--- src/rtl/px_osc_array_ctrl.sv ---
// Pixel-oscillator array: NUM_PX independent clk_px channels derived from clk_i.
// Each channel runs IDLE/RUN/DRAIN; stops always park clk_px low after a full phase.
module px_osc_array_ctrl #(
  parameter int unsigned NUM_PX   = 16,
  parameter int unsigned IDX_W    = 4,
  parameter int unsigned CNT_W    = 8,
  parameter int unsigned DEF_HALF = 4
) (
  input  logic              clk_i,
  input  logic              rst_i,
  input  logic              cfg_valid_i,
  input  logic [IDX_W-1:0]  cfg_idx_i,
  input  logic [CNT_W-1:0]  cfg_half_i,
  input  logic [IDX_W:0]    start_osc_i,
  input  logic [IDX_W:0]    stop_osc_i,
  input  logic              stop_all_i,
  output logic [NUM_PX-1:0] clk_px_o,
  output logic [NUM_PX-1:0] running_o
);

  typedef enum logic [1:0] {StIdle, StRun, StDrain} state_e;

  for (genvar i = 0; i < NUM_PX; i++) begin : gen_ch
    state_e           state_q, state_d;
    logic [CNT_W-1:0] cnt_q, cnt_d;
    logic [CNT_W-1:0] half_act_q, half_act_d;
    logic [CNT_W-1:0] half_sh_q, half_sh_d;
    logic [CNT_W-1:0] h_m1;
    logic             clk_q, clk_d;
    logic             start_hit, stop_hit, cfg_hit, tog;

    // Out-of-range indices never match any channel, so they are ignored for free.
    assign start_hit = start_osc_i[IDX_W] && (start_osc_i[IDX_W-1:0] == IDX_W'(i));
    assign stop_hit  = (stop_osc_i[IDX_W] && (stop_osc_i[IDX_W-1:0] == IDX_W'(i))) ||
                       stop_all_i;
    assign cfg_hit   = cfg_valid_i && (cfg_idx_i == IDX_W'(i));

    // A half-period of 0 behaves as 1.
    assign h_m1 = (half_act_q == '0) ? '0 : half_act_q - CNT_W'(1);
    assign tog  = (cnt_q == h_m1);

    // Next-state: phase counter, toggle, stop/drain handling and shadow config.
    always_comb begin
      state_d    = state_q;
      cnt_d      = cnt_q;
      clk_d      = clk_q;
      half_act_d = half_act_q;
      half_sh_d  = cfg_hit ? cfg_half_i : half_sh_q;
      unique case (state_q)
        StIdle: begin
          cnt_d      = '0;
          clk_d      = 1'b0;
          half_act_d = half_sh_q;
          if (start_hit && !stop_hit) state_d = StRun;
        end
        StRun: begin
          cnt_d = tog ? '0 : cnt_q + CNT_W'(1);
          if (tog) begin
            clk_d      = ~clk_q;
            half_act_d = half_sh_q;
          end
          if (stop_hit) begin
            // Low phase, or high phase ending right now: park immediately, no new rise.
            if (!clk_q || tog) begin
              state_d = StIdle;
              cnt_d   = '0;
              clk_d   = 1'b0;
            end else begin
              state_d = StDrain;
            end
          end
        end
        StDrain: begin
          cnt_d = tog ? '0 : cnt_q + CNT_W'(1);
          if (tog) begin
            clk_d      = 1'b0;
            half_act_d = half_sh_q;
          end
          // Stop beats a coincident start (e.g. stop_all with start).
          if (start_hit && !stop_hit) begin
            state_d = StRun;
          end else if (tog) begin
            state_d = StIdle;
            cnt_d   = '0;
          end
        end
        default: begin
          state_d = StIdle;
          cnt_d   = '0;
          clk_d   = 1'b0;
        end
      endcase
    end

    // State register with synchronous reset restoring the default half-period.
    always_ff @(posedge clk_i) begin
      if (rst_i) begin
        state_q    <= StIdle;
        cnt_q      <= '0;
        clk_q      <= 1'b0;
        half_act_q <= CNT_W'(DEF_HALF);
        half_sh_q  <= CNT_W'(DEF_HALF);
      end else begin
        state_q    <= state_d;
        cnt_q      <= cnt_d;
        clk_q      <= clk_d;
        half_act_q <= half_act_d;
        half_sh_q  <= half_sh_d;
      end
    end

    assign clk_px_o[i]  = clk_q;
    assign running_o[i] = (state_q != StIdle);
  end

endmodule

--- config.mk ---
export PLATFORM = sky130hd
export DESIGN_NAME = px_osc_array_ctrl
export DESIGN_NICKNAME = d
export VERILOG_FILES = /design/src/rtl/px_osc_array_ctrl.sv
export SDC_FILE = /design/constraint.sdc
export NUM_CORES = 1
export LEC_CHECK = 0
export CORE_AREA = 4 4 269 323
export CTS_BUF_LIST = sky130_fd_sc_hd__clkbuf_4
export DETAILED_ROUTE_END_ITERATION = 10
export DIE_AREA = 0 0 273 327
export GPL_TIMING_DRIVEN = 0
export SLEW_MARGIN = 20
export SYNTH_ARGS = -nofsm -noshare
export SYNTH_HDL_FRONTEND = slang
export SYNTH_SLANG_ARGS = --single-unit
--- constraint.sdc ---
create_clock -name clk_i -period 7.4 [get_ports clk_i]
set_input_delay 1.11 -clock clk_i [delete_from_list [all_inputs] [get_ports clk_i]]
set_output_delay 1.11 -clock clk_i [all_outputs]
set_load 0.01 [all_outputs]
==> out/results.tsv <==
stage	metric	value	unit
cells_and_area	nFillCells	8735	
critical_path	cp.required	8.11	ns
routing	met2_length	33500	µm
floorplan	core	83500	µm²
floorplan	dieArea	89300	µm²
sta	tightest_slew	1.18	ns
status	status	finished, final reports clean	
cts	numCtsBuffers	113	
cells_and_area	layout-drive-gt1-share	0.0778	
routing	ant_nets	0	
synth	synth.distinct_cells	91	
power	power.density	166	nW/µm²
critical_path	critical_path_class	reg -> reg	
synth	syn_inst	2937	
cells_and_area	finalInstanceArea	28300	µm²
routing	drcViolationCount	0	
synth	synthFlopType	dfxtp_1	
critical_path	crit_arrival	4.94	ns
synth	synth_seq_cells	432	
critical_path	path_cells	clkbuf_1 > inv_1 > ha_1 > nor3b_1 > a22oi_1 > o32ai_1 > nand3_1 > or3_1 > nor2_1 > inv_1 > ha_1 > o21ai_0 > nor2b_1 > buf_1 > nor4_1	
cells_and_area	multi_input_comb_area	15200	µm²
routing	met3_length	3160	µm
critical_path	slowest_delay	0.54	ns
global_routing	grt_max_degree	15	
cts	cts-root-buf	clkbuf_4	
synth	ys_warn_count	0	
cells_and_area	layout_commonest_cell	dfxtp_1	
synth	synth_area_leaders	dfxtp_1, mux2i_1, nor2_1	
routing	vias	21800	
worst_hold_path	min_path_cells	2	
floorplan	io_pins	58	
global_routing	grt.total_usage	0.155	
sta	fin_crit_sh	0.572	
routing	highest_layer	met5	
cts	cts_sinks	432	
floorplan	rows	116	
sta	finalMaxSlewViolations	0	
routing	dr.pass1.iters	5	
critical_path	cp-start-kind	register	
critical_path	cp_num_buf_inv	4	
place	place_congestion	0.837	
critical_path	path_delay_family	simple AND/OR/NAND/NOR gates	
worst_hold_path	hold_class	reg -> reg	
sta	achievable-frequency	0.236	GHz
cts	h-tree-depth	3	
global_routing	antenna_found_initial	4	
run	maxCapViolCount	0	
routing	wl_met1	31700	µm
place	placed_area	26900	µm²
critical_path	ff2ff_path_depth	15	
routing	viasPerCell	5.05	
cts	cts-resized-gates	0	
synth	synth.cell_area	24900	µm²
synth	synth_top_area_frac	0.347	
global_routing	grt_pass1_vias	20700	
cts	clk_latency	0.90	ns
critical_path	crit_fanout	9	
synth	yosysSeqAreaShare	0.347	
cts	holdBufCountCts	0	
critical_path	cp_num_cells	15	
synth	ys_async_sr_fraction	0	
cts	cts_tree	yes	
routing	wl_per_cell	16.4	µm
cells_and_area	seqCellArea	8650	µm²
floorplan	die_h	327	µm
power	ir_worst_vdd	0.0954	mV
synth	synth_edf_count	0	
synth	avgSynthCellArea	8.49	µm²
sta	min_period	4.23	ns
routing	drtIter0Drc	1033	
synth	yosys.area.top_type	dfxtp_1	
critical_path	crit_path_end_kind	register	
global_routing	grt.overflow.total	0	
sta	fin_tns_setup	0	ns
cts	clk_path_buf_depth	3	
sta	finalSetupViolCount	0	
sta	relSlewSlack	0.215	
cells_and_area	finalNetCount	3246	
cts	cts_setup_buffers	0	
critical_path	slowest_stage	nor3b_1	
cells_and_area	layout_common_cells	dfxtp_1, nor2_1, mux2i_1	
sta	skew	0.0464	ns
power	power	0.00470	W
place	hpwl	50800	µm
cells_and_area	area_growth	13.5	%
floorplan	start_util	0.299	
floorplan	die_x	273	µm
cts	clkTransAtPathRegs	0.07	ns
global_routing	grt_pass1_wl	112000	µm
place	port_buffers	56	
synth	synth_fp_nets	3075	
sta	finalHoldViolCount	0	
routing	routed_wl	70800	µm
sta	rsz0062_at_grt	false	
power	power.leakage	10.7	nW
==> power by group <==
part | leakage (nW) | internal (W) | switching (W)
registers | 3.48 | 0.00234 | 0.0000135
logic | 6.36 | 0.0000801 | 0.000190
clock network | 0.829 | 0.00104 | 0.00104
total | 10.7 | 0.00346 | 0.00124
==> logic make-up (layout without fill, tap and decap cells) <==
logic type / after synthesis / count (layout) / synth area share
AND/OR/NAND/NOR: 1220 / 1220 / 0.246
flip-flops: 432 / 432 / 0.347
AO/OA/AOI/OAI: 422 / 422 / 0.122
multiplexers: 284 / 284 / 0.114
buffers and inverters: 276 / 528 / 0.0448
XOR/XNOR: 191 / 191 / 0.0698
adder cells (fa/ha/maj): 112 / 112 / 0.0562
other: 0 / 3 / 0
==> per-layer routing <==
metal	global-route usage	up-vias
met2	0.264	431
met5	0	-
met1	0.193	10300
met3	0.0264	126
li1	-	10900
met4	0.0646	2
==> synth_stat cells, drive strengths merged (23+ instances only) <==
cell type and number:
a211oi 27, a21oi 92, a31oi 24, and3 57, buf 33, clkbuf 96
dfxtp 432, ha 112, inv 147, mux2i 279, nand2 238, nand2b 36
nand3 131, nand4 31, nor2 385, nor2b 27, nor3 68, nor3b 28
nor4 44, o21ai 72, or3 23, or4 35, xnor2 82, xor2 104
==> cell type report <==
class | count | share of cell area
flip-flops and latches | 432 | 0.305
well taps | 1121 | 0.0495
diodes | 3 | 0.000265
repair buffers | 56 | 0.0198
clock buffers | 156 | 0.0413
inverters | 147 | 0.0195
multi-input cells | 2229 | 0.537
clock inverters | 40 | 0.00755
plain buffers | 129 | 0.0201
==> path summary, 6_finish.rpt <==
kind | start | endpoint | slack (ns)
max | gen_ch[5].half_act_q[0]$_SDFFE_PP0P_ | gen_ch[5].cnt_q[7]$_SDFF_PP0_ | 3.17
min | gen_ch[7].half_sh_q[6]$_SDFFE_PP0P_ | gen_ch[7].half_act_q[6]$_SDFFE_PP0P_ | 0.45
max reg2reg | gen_ch[5].half_act_q[0]$_SDFFE_PP0P_ | gen_ch[5].cnt_q[7]$_SDFF_PP0_ | 3.17
min reg2reg | gen_ch[7].half_sh_q[6]$_SDFFE_PP0P_ | gen_ch[7].half_act_q[6]$_SDFFE_PP0P_ | 0.45
==> worst reg2reg max path: cells and delay by family (launching register included) <==
| kind | cells | cell delay, ns |
|---|---|---|
| buffers and inverters | 4 | 0.73 |
| AO/OA/AOI/OAI | 3 | 0.69 |
| AND/OR/NAND/NOR | 6 | 1.87 |
| flip-flops | 1 | 0.30 |
| adder cells (fa/ha/maj) | 2 | 0.48 |
==> metrics by stage <==
| step | util | hold slack, ns | worst slack [ns] | cells |
|---|---|---|---|---|
| after CTS | 0.339 | 0.450 | 3.17 | 4310 |
| after floorplan | - | 0.434 | 3.84 | 2937 |
| after global routing | 0.339 | 0.474 | 2.71 | 4311 |
| after detailed placement | 0.323 | 0.448 | 2.64 | 4114 |
| after global placement | 0.322 | 0.447 | 2.68 | 4114 |
| final | 0.339 | 0.446 | 3.17 | 4313 |
==> registers in the layout, indices dropped and copies added (netlist names) <==
register           count
gen_ch.cnt_q         128
gen_ch.half_act_q    128
gen_ch.half_sh_q     128
gen_ch.state_q        32
gen_ch.clk_q          16
(Power assumes the default switching activity.)
